`src/rtl/izh_synapse_accumulator.sv`:
```
// Synaptic current accumulator for the Izhikevich neuron: rising-edge
// weighted spike summation with exponential decay and saturation.
module izh_synapse_accumulator #(
  parameter int V_WIDTH   = 20,
  parameter int FR_WIDTH  = 11,
  parameter int N_IN      = 4,
  parameter int TAU_SHIFT = 3,
  parameter logic signed [V_WIDTH-1:0] WEIGHT_INIT = '0,
  localparam int ADDR_W = (N_IN > 1) ? $clog2(N_IN) : 1
) (
  input  logic               clk,
  input  logic               reset,
  input  logic [N_IN-1:0]    spike_in,
  input  logic               wr_en,
  input  logic [ADDR_W-1:0]  wr_addr,
  input  logic [V_WIDTH-1:0] wr_data,
  input  logic [V_WIDTH-1:0] bias,
  output logic [V_WIDTH-1:0] i_out,
  output logic               sat_pulse
);

  localparam int SUM_W = V_WIDTH + $clog2(N_IN) + 2;

  localparam logic signed [SUM_W-1:0] MAXV =
    {{(SUM_W-V_WIDTH+1){1'b0}}, {(V_WIDTH-1){1'b1}}};
  localparam logic signed [SUM_W-1:0] MINV =
    {{(SUM_W-V_WIDTH+1){1'b1}}, {(V_WIDTH-1){1'b0}}};

  if (N_IN < 1 || TAU_SHIFT < 1 || FR_WIDTH >= V_WIDTH) begin : g_bad_param
    $error("izh_synapse_accumulator: bad parameters");
  end

  logic signed [V_WIDTH-1:0] w [N_IN];
  logic        [N_IN-1:0]    spike_q;
  logic        [N_IN-1:0]    edge_v;
  logic signed [V_WIDTH-1:0] i_q;
  logic signed [V_WIDTH-1:0] i_d;
  logic signed [V_WIDTH-1:0] step;
  logic signed [V_WIDTH-1:0] sbias;
  logic signed [SUM_W-1:0]   nxt;
  logic                      sat;

  assign sbias  = bias;
  assign edge_v = spike_in & ~spike_q;
  assign i_out  = i_q;

  always_comb begin
    step = i_q >>> TAU_SHIFT;
    // positive residue must still drain to exactly zero
    if (step == '0 && i_q > 0) begin
      step = V_WIDTH'(1);
    end
    nxt = SUM_W'(i_q) - SUM_W'(step) + SUM_W'(sbias);
    for (int k = 0; k < N_IN; k++) begin
      if (edge_v[k]) begin
        nxt = nxt + SUM_W'(w[k]);
      end
    end
  end

  always_comb begin
    sat = 1'b0;
    i_d = nxt[V_WIDTH-1:0];
    if (nxt > MAXV) begin
      sat = 1'b1;
      i_d = MAXV[V_WIDTH-1:0];
    end else if (nxt < MINV) begin
      sat = 1'b1;
      i_d = MINV[V_WIDTH-1:0];
    end
  end

  always_ff @(posedge clk or posedge reset) begin
    if (reset) begin
      i_q       <= '0;
      sat_pulse <= 1'b0;
      spike_q   <= '0;
    end else begin
      i_q       <= i_d;
      sat_pulse <= sat;
      spike_q   <= spike_in;
    end
  end

  // edge in the write cycle sees the old weight via nonblocking update
  always_ff @(posedge clk or posedge reset) begin
    if (reset) begin
      for (int k = 0; k < N_IN; k++) begin
        w[k] <= WEIGHT_INIT;
      end
    end else begin
      for (int k = 0; k < N_IN; k++) begin
        if (wr_en && wr_addr == ADDR_W'(k)) begin
          w[k] <= wr_data;
        end
      end
    end
  end

endmodule

```
`config.mk`:
```
export PLATFORM = sky130hd
export DESIGN_NAME = izh_synapse_accumulator
export DESIGN_NICKNAME = d
export VERILOG_FILES = /design/src/rtl/izh_synapse_accumulator.sv
export SDC_FILE = /design/constraint.sdc
export NUM_CORES = 1
export LEC_CHECK = 0
export CAP_MARGIN = 40
export CORE_MARGIN = 10
export CORE_UTILIZATION = 50
export CTS_CLUSTER_DIAMETER = 100
export DETAILED_ROUTE_END_ITERATION = 10
export GPL_TIMING_DRIVEN = 1
export PLACE_DENSITY = 0.69
export SLEW_MARGIN = 10
export SYNTH_ARGS = -nofsm -noshare
export SYNTH_HDL_FRONTEND = slang
export SYNTH_SLANG_ARGS = --single-unit
export TNS_END_PERCENT = 10
```
`constraint.sdc`:
```
create_clock -name clk -period 9.7 [get_ports clk]
set_clock_uncertainty 0.15 [all_clocks]
set_input_delay 1.455 -clock clk [delete_from_list [all_inputs] [get_ports clk]]
set_output_delay 1.455 -clock clk [all_outputs]
set_load 0.02 [all_outputs]
```
## Yosys cells after proc, flatten, opt, wreduce, memory -nomap -nowiden

Index checks and enable logic that the tools add are counted.
W data, S select, Z words.

| operators by class | value |
|---|---|
| add/sub/neg operators | 6 |
| order comparisons | 3 |
| eq/ne operators | 3 |
| multiplexer cells | 9 |
| bitwise logic cells | 2 |
| reduce and logical (&&, ||, !) cells | 7 |

Operator list:

| cell | count |
|---|---|
| $mux W24 | 4 |
| $add A24 B20 Y24 | 3 |
| $mux W20 | 3 |
| $gt A24 B20 Y1 const B | 1 |
| $lt A24 B20 Y1 const B | 1 |
| $add A22 B20 Y23 | 1 |
| $add A21 B20 Y22 | 1 |
| $sub A20 B20 Y21 | 1 |
| $gt A20 B1 Y1 const B | 1 |
| $logic_not A20 Y1 | 1 |
| $logic_and A1 B1 Y1 | 5 |
| $and A4 B4 Y4 | 1 |
| $eq A2 B2 Y1 const B | 2 |
| $not A4 Y4 | 1 |
| $eq A2 B1 Y1 const B | 1 |
| $logic_not A2 Y1 | 1 |
| $mux W1 | 2 |

| word-level totals | value |
|---|---|
| register bits after elaboration | 105 |
| bits of input ports | 49 |

## Depth between registers and ports, before layout

| depth | value |
|---|---|
| depth after elaboration | 16 |
| mapped depth | 53 |

## Least setup slack after synthesis

Ideal clock, no wire load.

| timing path | value |
|---|---|
| path kind | input port to flip-flop |
| start | in bias[1] |
| end | reg sat_pulse |
| arrival time | 9.921 ns |
| slack | -0.497 ns |
| stages on the path | 42 |
| path buffers | 0 |
| cell sequence | fa_1 > fa_1 > a21oi_1 > o21bai_1 > xor2_1 > ha_1 > a21oi_1 > nand2_1 > o21ai_0 > a21oi_1 > a211oi_1 > a21o_1 > ha_1 > and2_1 > nor3_1 > a41oi_1 > nand2_1 > nand2_1 > [... 6 more ...] > a211oi_2 > a41oi_2 > o21bai_1 > a21oi_1 > xnor2_1 > mux2_2 > ha_1 > a21oi_1 > o21ai_0 > a2111o_1 > nor2_1 > o31ai_1 > a31oi_1 > mux2i_1 > xnor2_1 > xnor2_2 > inv_1 > o31a_2 |

| between the ends | value |
|---|---|
| word-level cells in the longest chain between the ends | 12 |
| elaborated cells on any way between the ends | 13 |
| those cells by class | add/sub: 5; order compare: 2; mux: 6 |

Ends and longest elaborated chain:

| what | RTL line | source |
|---|---|---|
| start, declared | 17 | `input logic [V_WIDTH-1:0] bias,` |
| $add A21 B20 Y22 (*) | 53 | `nxt = SUM_W'(i_q) - SUM_W'(step) + SUM_W'(sbias);` |
| $add A22 B20 Y23 | 56 | `nxt = nxt + SUM_W'(w[k]);` |
| $mux W24 (*) | 55 | `if (edge_v[k]) begin` |
| $add A24 B20 Y24 | 56 |  |
| $mux W24 (*) | 55 |  |
| $add A24 B20 Y24 | 56 |  |
| $mux W24 (*) | 55 |  |
| $add A24 B20 Y24 | 56 |  |
| $mux W24 (*) | 55 |  |
| $lt A24 B20 Y1 | 67 | `end else if (nxt < MINV) begin` |
| $mux W1 | 67 |  |
| $mux W1 (*) | 64 | `if (nxt > MAXV) begin` |
| named net sat | 41 | `logic sat;` |
| end signal, assigned | 80 | `sat_pulse <= sat;` |
| end, declared | 19 | `output logic sat_pulse` |

Mark *: on every way through the listed nets, which the timed path passes. The rest lies on a longest branch.
A chain may end at the register's enable or synchronous reset.

## Worst setup path after layout

| timing path | value |
|---|---|
| start | in bias[1] |
| end | reg i_q[9], in the netlist i_out[9] |

| between the ends | value |
|---|---|
| word-level cells in the longest chain between the ends | 12 |
| elaborated cells on any way between the ends | 13 |
| those cells by class | add/sub: 5; order compare: 2; mux: 6 |

Ends and longest elaborated chain:

| what | RTL line | source |
|---|---|---|
| $add A21 B20 Y22 (*) | 53 |  |
| $add A22 B20 Y23 | 56 |  |
| $mux W24 (*) | 55 |  |
| $add A24 B20 Y24 | 56 |  |
| $mux W24 (*) | 55 |  |
| $add A24 B20 Y24 | 56 |  |
| $mux W24 (*) | 55 |  |
| $add A24 B20 Y24 | 56 |  |
| $mux W24 (*) | 55 |  |
| $lt A24 B20 Y1 | 67 |  |
| $mux W20 | 67 |  |
| $mux W20 (*) | 64 |  |
| named net i_d[9] | 37 | `logic signed [V_WIDTH-1:0] i_d;` |
| end signal, assigned | 79 | `i_q <= i_d;` |
| end, declared | 36 | `logic signed [V_WIDTH-1:0] i_q;` |

Marks and branches as above.

==> flow_metrics.tcl <==
set metrics [dict create \
    status "finished with violations" \
    failed_checks "setup timing" \
    synthesis.nets 1510 \
    synthCells 1323 \
    fin_crit_sh_pct 105 \
    start_util_pct 51.2 \
    ys_warn_count 0 \
    clock_path_buffers 2 \
    synthesis.area_um2 11300 \
    die_y_um 170 \
    clockRootBuffer "clkbuf_16" \
    slew_violations 0 \
    required_ns 9.84 \
    grt_start_max_net_pins 56 \
    clk_pin_slew_worst_paths_ns 0.08 \
    synth_edf_count 0 \
    wirelength_um 42500 \
    synth.avg_cell_area_um2 8.50 \
    drt-vias-per-instance 5.81 \
    numClockSinks 105 \
    die_area_um2 28900 \
    ant_nets 0 \
    fill_cells 1329 \
    drv_cap 0 \
    layout-drive-gt1-share_pct 47.0 \
    hp-class "flop to flop" \
    wl_per_cell_um 19.9 \
    ys_seq_area_share_pct 23.4 \
    critPathMaxFanout 5 \
    vias 12400 \
    portBuffers 69 \
    core_um2 22000 \
    first_iter_violations 1160 \
    diodes 0 \
    worstSetupEndpointType "flop" \
    antenna_found_initial 0 \
    ys_types 79 \
    ys_ff_latch 105 \
    route.detailed.drc 0 \
    cp.arrival_ns 10.29 \
    insertion_delay_ns 0.37 \
    setup_ws_ns -0.451 \
    overflow 0 \
    start_kind "primary input" \
    relSlewSlack_pct 49.7 \
    final_hold_viol_count 0 \
    grt_pass1_wl_um 64300 \
    pin_count 70 \
    fin_nets 2043 \
    rsz0062_at_grt "yes" \
    layout_min_cycle_time_ns 10.15 \
    grt_usage_pct 27.6 \
    tns_ns -8.00 \
    worst_pin_slew_ns 0.755 \
    fmax_mhz 98.5 \
    grt_pass1_vias 12500 \
    place_hpwl_um 29600 \
    syn_to_final_growth_pct 59.8 \
    cts_tree "built" \
    crit_top_cell "buf_6" \
    finalSetupViolations 21 \
    max_stage_delay_ns 0.45 \
    cts_buffers 9 \
    cp_slowest_cell "fa_2" \
    rows 54 \
    htreeDepth 3 \
    place_congestion 0.979 \
    drtPass1Iterations 8 \
    synth_flop_cell "dfrtp_1" \
    worst-setup-path-type "primary input to flop" \
    fp.dieW_um 170 \
    synthArstFlopShare_pct 100 \
]
-- cell type report --
cell class	instances	area, um^2	share of cell area (%)
Multi-Input combinational cell	1077	9770	54.4
Timing Repair Buffer	573	4590	25.5
Sequential cell	105	2630	14.6
Tap cell	280	350	1.95
Inverter	90	343	1.91
Clock buffer	9	225	1.25
Clock inverter	7	71.3	0.397
-- routing by layer --
| metal | track usage (%) | share of wire, % | vias up |
|---|---|---|---|
| li1 | - | - | 5879 |
| met1 | 35.1 | 43 | 5965 |
| met2 | 46.3 | 47 | 476 |
| met3 | 3.82 | 6.0 | 115 |
| met4 | 11.1 | 3.9 | 0 |
| met5 | 0 | 0 | - |
-- worst paths after layout --
path                                from         end  slack [ns]  cells after the start
worst max-delay path             bias[1]    i_out[9]       -0.45                     53
worst min-delay path               w[29]       w[29]        0.37                      1
worst max register to register  i_out[9]    i_out[9]       -0.27                     54
worst min register to register     w[29]       w[29]        0.37                      1
max in group asynchronous          reset  spike_q[3]        6.83                      3
min in group asynchronous          reset  spike_q[0]        1.42                      2
-- cell usage after synthesis (all sizes together), types with 6 or more instances --
cell type	instances	area share (%)
a21o	34	2.3
mux2i	9	0.80
and2	7	0.39
nor3	22	0.98
clkbuf	42	1.4
o211ai	11	0.73
o21bai	12	0.80
ha	115	13
inv	90	3.0
mux2	91	9.1
o21ai	88	4.0
a21oi	128	6.1
nand2b	14	0.78
dfrtp	105	23
o21a	21	1.4
nor2b	18	1.0
a211oi	17	1.2
fa	23	4.1
xor2	36	2.8
nand2	128	4.3
nand3	21	0.93
nand4	19	1.1
o31ai	9	0.64
nor2	85	2.8
a31oi	22	1.2
nor4	9	0.50
xnor2	52	4.1
a21boi	6	0.40
buf	9	0.51
-- kinds of logic (layout without fill, tap and decap cells) --
logic type / after synthesis / after routing / share of synthesized area (%)
flip-flops: 105 / 105 / 23.4
AO/OA/AOI/OAI: 406 / 406 / 23.8
XOR/XNOR: 88 / 88 / 6.92
multiplexers: 100 / 100 / 9.91
AND/OR/NAND/NOR: 345 / 345 / 14.2
buffers and inverters: 141 / 679 / 4.91
adder cells (fa/ha/maj): 138 / 138 / 16.9
-- registers in the layout, indices dropped and copies added, names as in the netlist --
register,cells
w,80
i_out,20
spike_q,4
sat_pulse,1
-- what timing repair did --
item | CTS | global route
cloned | 1 | 0
endpoints found under the setup margin | 21 | 21
resized for setup | 218 | 118
hold buffers | 0 | 0
setup buffers | 87 | 34
pin swaps | 146 | 132
-- stage by stage --
step / hold WS, ns / cells / utilization [%] / setup slack (ns) / instance area [um^2]
2_1_floorplan: 0.335 / 1323 / - / 0.000441 / 11400
3_3_place_gp: 0.344 / 2006 / 68.9 / -1.43 / 15100
3_5_place_dp: 0.352 / 2007 / 69.0 / -1.55 / 15100
4_1_cts: 0.371 / 2110 / 78.0 / -0.167 / 17100
5_1_grt: 0.387 / 2141 / 81.9 / -0.815 / 18000
6_report: 0.369 / 2141 / 81.9 / -0.451 / 18000
-- placed cells by master, fill, tap and decap left out, types with 14 or more instances in the layout --
cell type	instances
a31oi_1	15
ha_1	71
a21oi_4	16
fa_1	20
xor2_1	31
nand3_1	17
nand2_1	115
inv_1	79
nor2_1	77
mux2_2	86
o21a_1	20
nand4_1	19
o21ai_0	57
clkdlybuf4s50_1	58
buf_6	20
a21oi_1	69
ha_4	43
xnor2_1	38
a21oi_2	43
nor3_1	15
nor2b_1	14
buf_4	481
a21o_1	34
dfrtp_1	104
-- critical path: cells and delay by family --
kind | cells | cell delay, ns
AOI/OAI and AO/OA | 18 | 2.92
adders and majority gates | 6 | 2.05
buffers and inverters | 11 | 1.43
and+or+nand+nor | 11 | 1.24
xor gates and xnor gates | 6 | 1.01
muxes | 1 | 0.16
Power is left out: the tool's default activity adds up to more than one toggle a clock period on the data nets, which glitch-free logic cannot reach.
